## config.mk

```make
export PLATFORM = sky130hd
export DESIGN_NAME = press_classifier_fsm
export DESIGN_NICKNAME = d
export VERILOG_FILES = /design/src/rtl/press_classifier_fsm.sv
export SDC_FILE = /design/constraint.sdc
export NUM_CORES = 1
export LEC_CHECK = 0
export BUFFER_PORTS_ARGS = -buffer_cell sky130_fd_sc_hd__buf_4
export CORE_MARGIN = 4
export CORE_UTILIZATION = 50
export DETAILED_ROUTE_END_ITERATION = 8
export GPL_ROUTABILITY_DRIVEN = 0
export PLACE_DENSITY = 0.73
export SYNTH_ARGS = -nofsm -noshare
export SYNTH_HDL_FRONTEND = slang
export SYNTH_SLANG_ARGS = --single-unit
```

## constraint.sdc

```tcl
create_clock -name clk -period 1.58 [get_ports clk]
set_input_delay 0.316 -clock clk [delete_from_list [all_inputs] [get_ports clk]]
set_output_delay 0.316 -clock clk [all_outputs]
set_load 0.005 [all_outputs]
```

## src/rtl/press_classifier_fsm.sv

```systemverilog
// Classifies debounced button gestures into short, double and long presses.
// Emits one-cycle event pulses, a held level during long presses and a wrapping event count.
module press_classifier_fsm #(
  parameter int unsigned LONG_CYCLES = 8,
  parameter int unsigned DOUBLE_GAP  = 6,
  parameter int unsigned CNT_W       = 8
) (
  input  logic             clk,
  input  logic             rst,
  input  logic             debounced,
  output logic             short_press,
  output logic             double_press,
  output logic             long_press,
  output logic             held,
  output logic [CNT_W-1:0] evt_count
);

  localparam logic [CNT_W-1:0] LONG_LAST = CNT_W'(LONG_CYCLES - 1);
  localparam logic [CNT_W-1:0] GAP_LAST  = CNT_W'(DOUBLE_GAP - 1);

  typedef enum logic [2:0] {
    IDLE      = 3'd0,
    PRESS1    = 3'd1,
    GAP       = 3'd2,
    PRESS2    = 3'd3,
    LONG_HOLD = 3'd4
  } state_t;

  state_t           r_state;
  state_t           w_next;
  logic [CNT_W-1:0] r_timer;
  logic [CNT_W-1:0] w_timer_next;
  logic             r_d_q;
  logic             w_rise;
  logic             w_fall;
  logic             w_short;
  logic             w_double;
  logic             w_long;
  logic             w_held;
  logic             r_short;
  logic             r_double;
  logic             r_long;
  logic             r_held;
  logic [CNT_W-1:0] r_evt_count;

  assign w_rise = debounced & ~r_d_q;
  assign w_fall = ~debounced & r_d_q;

  // State, timer, edge-detect and registered outputs
  always_ff @(posedge clk or posedge rst) begin
    if (rst) begin
      r_state     <= IDLE;
      r_timer     <= '0;
      r_d_q       <= 1'b0;
      r_short     <= 1'b0;
      r_double    <= 1'b0;
      r_long      <= 1'b0;
      r_held      <= 1'b0;
      r_evt_count <= '0;
    end else begin
      r_state  <= w_next;
      r_timer  <= w_timer_next;
      r_d_q    <= debounced;
      r_short  <= w_short;
      r_double <= w_double;
      r_long   <= w_long;
      r_held   <= w_held;
      if (w_short | w_double | w_long) begin
        r_evt_count <= r_evt_count + CNT_W'(1);
      end
    end
  end

  // Next-state and event decode; the timer restarts on every state change
  always_comb begin
    w_next       = r_state;
    w_timer_next = r_timer + CNT_W'(1);
    w_short      = 1'b0;
    w_double     = 1'b0;
    w_long       = 1'b0;
    unique case (r_state)
      IDLE: begin
        w_timer_next = '0;
        if (w_rise) begin
          w_next = PRESS1;
        end
      end
      PRESS1: begin
        if (w_fall) begin
          w_next       = GAP;
          w_timer_next = '0;
        end else if (r_timer == LONG_LAST) begin
          w_next       = LONG_HOLD;
          w_long       = 1'b1;
          w_timer_next = '0;
        end
      end
      GAP: begin
        // A rise coinciding with the timeout still counts as the second press
        if (w_rise) begin
          w_next       = PRESS2;
          w_timer_next = '0;
        end else if (r_timer == GAP_LAST) begin
          w_next       = IDLE;
          w_short      = 1'b1;
          w_timer_next = '0;
        end
      end
      PRESS2: begin
        if (w_fall) begin
          w_next       = IDLE;
          w_double     = 1'b1;
          w_timer_next = '0;
        end else if (r_timer == LONG_LAST) begin
          w_next       = LONG_HOLD;
          w_long       = 1'b1;
          w_timer_next = '0;
        end
      end
      LONG_HOLD: begin
        w_timer_next = '0;
        if (w_fall) begin
          w_next = IDLE;
        end
      end
      default: begin
        w_next       = IDLE;
        w_timer_next = '0;
      end
    endcase
    w_held = (w_next == LONG_HOLD);
  end

  assign short_press  = r_short;
  assign double_press = r_double;
  assign long_press   = r_long;
  assign held         = r_held;
  assign evt_count    = r_evt_count;

endmodule
```

==> flow_summary_export.csv, run 1 <==
group,metric,value,unit
sta,setup_slack,-0.195,ns
grt,met1_usage,20.5,%
grt,grt_util_met2,27.1,%
synthesis,synth_top_area_share,49.6,%
critical_path,r2r_end,"evt_count[7]",
clocking,cts_tree,"built",
synthesis,yosysTopAreaCell,"dfrtp_1",
synthesis,synth_seq_area_share,49.6,%
placed_design,io_buffers,14,
min_path,hold_class,"primary input to asynchronous set/reset pin",
critical_path,r2r_start,"r_timer[7]",
sta,fmax,563,MHz
run_status,violations,"negative setup slack",
die,start_util,53.7,%
pwr,p_total,0.00182,W
clocking,clkTransAtPathRegs,0.14,ns
critical_path,cp.required,1.82,ns
critical_path,crit_arrival,2.02,ns
route,wl_per_cell,13.3,µm
sta,drv_slew,0,
grt,antenna_found_initial,0,
synthesis,syn_inst,111,
sta,fin_tns_setup,-2.66,ns
sta,slew_headroom,78.4,%
critical_path,reg2regPathDepth,5,
clocking,tritoncts.num_buffers,3,
placed_design,dp_hpwl,1.77,mm
sta,worstMarginPinSlew,0.325,ns
die,dieWidth,57.2,µm
die,dieArea,3270,µm²
pwr,p_leak,0.812,nW
clocking,clkSinkCount,24,
route,firstDrtPassIters,4,
route,vias,940,
grt,track_usage,16.1,%
die,num_rows,17,
clocking,cts_max_level,1,
finish,diodes,0,
synthesis,synthDistinctLibCells,35,
pwr,power_per_cell_area,1140,nW/µm²
critical_path,start_kind,"flip-flop",
route,viasPerCell,5.19,
grt,grt_max_degree,25,
pwr,vdd_drop_max,1.42,mV
placed_design,post-place-cells,173,
synthesis,netlist_area,1210,µm²
sta,setup_viol,19,
grt,grt_remaining_overflow,0,
clocking,cts_max_path_buffers,2,
finish,layout.cells.non_filler,181,
critical_path,crit_fanout,7,
critical_path,endpoint_kind,"flip-flop",
clocking,clk_latency,0.32,ns
die,fp.dieH,57.2,µm
synthesis,syn_nets,117,
finish,fin_nets,160,
synthesis,synth_warnings,0,
sta,finClkSkew,0.0153,ns
clocking,cts_root_buf,"clkbuf_4",
sta,rsz0062_at_grt,"yes",
sta,finalCritPeriodShare,112,%
route,drcViolationCount,0,
route,drtAntennaViolNets,0,
sta,fin_crit,1.78,ns
synthesis,synth.area.top_cells,"dfrtp_1 50%, xor2_1 8.0%, nor2_1 4.3%",
grt,met3_usage,4.98,%
grt,grt_pass1_wl,4.15,mm
synthesis,avgSynthCellArea,10.9,µm²
synthesis,synth_seq_cells,24,
die,boundaryPins,15,
grt,grt_pass1_vias,920,
finish,syn_to_final_growth,31.8,%
critical_path,path_class,"flip-flop to flip-flop",
finish,drive_gt1_share,37.9,%
route,postRouteWirelength,2.41,mm
sta,hold_viol,0,
grt,busiest_layer,"met2",
die,coreArea,2250,µm²
run_status,status,"finished, violations left",
route,drtIter0Drc,14,
run,drv_cap,0,
critical_path,rrSetupSlack,-0.20,ns
## where the power goes
| part | internal [W] | switching, W | total (W) |
|---|---|---|---|
| logic | 0.000322 | 0.000293 | 0.000616 |
| registers | 0.000690 | 0.0000719 | 0.000762 |
| clock network | 0.000257 | 0.000183 | 0.000440 |
| total | 0.00127 | 0.000548 | 0.00182 |
## how the worst max path moves through the flow
stage          startpoint      endpoint  slack [ns]
3_3_place_gp   r_timer[7]  evt_count[7]       -0.14
6_report       r_timer[7]  evt_count[7]       -0.20
3_5_place_dp   r_timer[7]  evt_count[1]       -0.16
5_1_grt        r_timer[7]  evt_count[7]       -0.25
4_1_cts        r_timer[7]  evt_count[7]       -0.19
2_1_floorplan  r_timer[4]  evt_count[1]       -0.14
## metal layers
layer | wire (µm) | part of all wire, % | vias to the layer above
li1 | - | - | 472
met1 | 1080 | 45 | 444
met2 | 1190 | 49 | 18
met3 | 98 | 4.1 | 6
met4 | 37 | 1.5 | 0
met5 | 0 | 0 | -
## per-stage QoR
| stage | util, % | area, µm² | setup slack (ns) | hold WS (ns) |
|---|---|---|---|---|
| after global placement | 66.8 | 1510 | -0.139 | 0.381 |
| after floorplan | - | 1220 | -0.144 | 0.331 |
| final | 70.8 | 1600 | -0.195 | 0.0199 |
| after detailed placement | 66.8 | 1510 | -0.160 | 0.402 |
| after CTS | 70.5 | 1590 | -0.193 | 0.0360 |
| after global routing | 70.8 | 1600 | -0.252 | 0.0555 |
## Yosys cell counts (all sizes together)
cell type	n
dfrtp	24
a31oi	2
o22ai	1
ha	3
nor3b	1
or3b	1
nor3	3
nand2b	3
mux2	1
nor2b	3
a211oi	2
nand3	10
buf	2
nor2	15
a21boi	1
a221oi	2
nor4	1
nand2	6
a2111oi	1
a21oi	5
xnor2	1
o21ai	1
and3	3
or2	1
a2bb2oi	1
or4	1
inv	4
xor2	11
a31o	1
## logic make-up after synthesis
group | count (synthesis) | share of synthesized area [%]
xor+xnor | 12 | 8.68
flops | 24 | 49.6
buf+inv | 6 | 2.58
simple gates | 48 | 22.8
compound gates | 17 | 12.3
mux | 1 | 0.930
fa+ha+maj | 3 | 3.10
## what timing repair did
| item | 4_1_cts | 5_1_grt |
|---|---|---|
| buffers inserted | 3 | 1 |
| endpoints found under the setup margin | 19 | 21 |
| resized for setup | 3 | 0 |
| hold buffers | 0 | 0 |
| pin swaps | 1 | 1 |
## cells in the final DEF, fill, tap and decap left out, types with 2 or more instances in the layout
cell type  count
buf_4         39
dfrtp_1       24
nor2_1        14
xor2_1        11
nand3_1       10
nand2_1        6
a21oi_1        4
inv_1          4
nor2b_1        3
nand2b_1       3
ha_1           3
clkbuf_4       3
a211oi_1       2
and3_1         2
a31oi_1        2
## flip-flops by register name (all words and copies together) (netlist names)
name,cells
r_state,3
long_press,1
short_press,1
evt_count,8
held,1
double_press,1
r_d_q,1
r_timer,8
## area by class of cell
| class | instances | area, µm² |
|---|---|---|
| fillers | 177 | 658 |
| flip-flops and latches | 24 | 601 |
| multi-input cells | 81 | 589 |
| repair buffers | 40 | 304 |
| well taps | 28 | 35.0 |
| clock inverters | 1 | 30.0 |
| clock buffers | 3 | 22.5 |
| inverters | 4 | 15.0 |
## worst max-delay path, stage by stage, from the launching register on
cell and delay [ns]:
dfrtp_1 0.41, or4_4 0.58, nor2_8 0.13, o21ai_4 0.10, a2111oi_4 0.31, xor2_1 0.16
No activity file was read; power rests on OpenSTA's default activity.
==> run 2, diff against run 1 <==
--- a/config.mk
+++ b/config.mk
@@ -6,11 +6,13 @@
 export NUM_CORES = 1
 export LEC_CHECK = 0
 export BUFFER_PORTS_ARGS = -buffer_cell sky130_fd_sc_hd__buf_4
+export CORE_ASPECT_RATIO = 1.5
 export CORE_MARGIN = 4
 export CORE_UTILIZATION = 50
 export DETAILED_ROUTE_END_ITERATION = 8
 export GPL_ROUTABILITY_DRIVEN = 0
 export PLACE_DENSITY = 0.73
+export RECOVER_POWER = 50
 export SYNTH_ARGS = -nofsm -noshare
 export SYNTH_HDL_FRONTEND = slang
 export SYNTH_SLANG_ARGS = --single-unit
==> run 2 against run 1 <==
The run still ends with negative setup slack left; global-route usage rose by 1.8 points; first-iteration DRC count rose by 36%; setup slack got worse by 0.018 ns; die area rose by 0.50%; sequential power fell by 0.9%; sequential share of layout area fell by 0.67 points; power fell by 7.0%; highest routed layer unchanged.
==> flow_summary_export.csv, run 2 (synthesized netlist as in run 1, its figures left out) <==
group,metric,value,unit
critical_path,cp_slowest_stage_delay,0.58,ns
finish,fin_nets,161,
critical_path,r2r_start,"r_timer[7]",
sta,setup_viol,19,
sta,fin_hold_ws,0.167,ns
clocking,postCtsHoldBufs,0,
clocking,cts_max_level,1,
finish,drive_gt1_share,41.2,%
finish,final_common_cell,"buf_4",
pwr,power_per_cell_area,1040,nW/µm²
route,firstDrtPassIters,4,
critical_path,reg2regPathDepth,5,
placed_design,dp_hpwl,1.82,mm
die,dieWidth,48.2,µm
route,viasPerCell,5.55,
finish,layout_common_cells,"34 x buf_4, 24 x dfrtp_1, 13 x nor2_1",
critical_path,cp-startpoint,"r_timer[7]",
sta,rsz0062_at_grt,"yes",
pwr,p_leak,0.808,nW
grt,grt_pass1_wl,4.26,mm
min_path,hold_class,"primary input to flip-flop",
run,drv_cap,0,
route,drtIter0Drc,19,
die,dieArea,3290,µm²
run_status,violations,"negative setup slack",
die,coreArea,2290,µm²
route,drcViolationCount,0,
run_status,status,"finished, violations left",
grt,antenna_found_initial,0,
sta,fmax,558,MHz
route,vias,977,
finish,syn_to_final_growth,34.2,%
sta,drv_slew,0,
clocking,clkTransAtPathRegs,0.12,ns
clocking,clk_latency,0.30,ns
critical_path,cp_slowest_cell,"or4_4",
sta,hold_viol,0,
finish,fill_cells,164,
grt,grt_remaining_overflow,0,
grt,grt_pass1_vias,1026,
route,postRouteWirelength,2.65,mm
critical_path,worstPathCellList,"or4_4, nor2_8, o21ai_4, a2111oi_4, xor2_1",
critical_path,start_kind,"flip-flop",
finish,diodes,0,
pwr,vdd_drop_max,0.726,mV
critical_path,crit_fanout,6,
sta,fin_tns_setup,-3.05,ns
placed_design,dp_slack,-0.208,ns
die,fp.dieH,68.3,µm
sta,finClkSkew,0.00379,ns
route,wl_per_cell,15.0,µm
grt,grt_max_degree,25,
die,boundaryPins,15,
die,num_rows,21,
sta,fin_crit,1.79,ns
sta,worstMarginPinSlew,1.23,ns
sta,setup_slack,-0.213,ns
clocking,clkSinkCount,24,
critical_path,cp.required,1.81,ns
min_path,hold_depth,1,
grt,track_usage,17.8,%
route,drtAntennaViolNets,0,
sta,finalCritPeriodShare,113,%
clocking,cts_tree,"built",
sta,slew_headroom,17.7,%
min_path,min_from,"debounced",
critical_path,crit_arrival,2.02,ns
critical_path,endpoint_kind,"flip-flop",
die,start_util,53.0,%
clocking,cts_max_path_buffers,2,
critical_path,path_class,"flip-flop to flip-flop",
clocking,cts_root_buf,"clkbuf_4",
clocking,tritoncts.num_buffers,3,
placed_design,io_buffers,14,
[run 2: layout make-up]
class                           count  area (µm²)  area share, %
Clock buffer                        3        22.5           1.39
Multi-Input combinational cell     81         643           39.6
Timing Repair Buffer               41         315           19.4
Sequential cell                    24         601           37.0
Tap cell                           23        28.8           1.77
Inverter                            4        15.0          0.924
[run 2: worst max-delay path, delay by kind of cell, from the launching register on]
kind | cells | cell delay, ns
and+or+nand+nor | 2 | 0.72
xor gates and xnor gates | 1 | 0.19
DFF | 1 | 0.40
AOI/OAI and AO/OA | 2 | 0.42
[run 2: worst paths after layout]
| check | to | slack [ns] |
|---|---|---|
| max | evt_count[7] | -0.21 |
| min | r_d_q | 0.17 |
| max reg2reg | evt_count[7] | -0.21 |
| min reg2reg | evt_count[7] | 0.50 |
| max in group asynchronous | evt_count[6] | 0.45 |
| min in group asynchronous | evt_count[0] | 0.40 |
[run 2: through the flow]
stage,area [µm²],util [%],total power [W],instances
floorplan,1220,-,0.00112,111
detailed placement,1490,65.3,0.00134,167
CTS,1560,68.3,0.00162,173
global placement,1490,65.3,0.00130,167
finish,1630,71.1,0.00169,176
global route,1630,71.1,0.00181,176
[run 2: per-layer routing]
metal,wire (µm),global-route usage [%]
met5,0,0
met4,49,6.40
met3,77,3.16
met2,1460,32.2
met1,1060,19.7
[run 2: repair_timing]
item	CTS	global route
pin swaps	3	7
buffers inserted	3	3
resized for setup	4	10
hold endpoints to repair	0	0
endpoints found under the setup margin	20	22
[run 2: where the power goes]
group / leakage, nW / switching, W / total [W] / internal, W
Combinational: 0.467 / 0.000336 / 0.000685 / 0.000349
Sequential: 0.327 / 0.0000654 / 0.000755 / 0.000690
Clock: 0.0138 / 0.000161 / 0.000250 / 0.0000889
Total: 0.808 / 0.000563 / 0.00169 / 0.00113
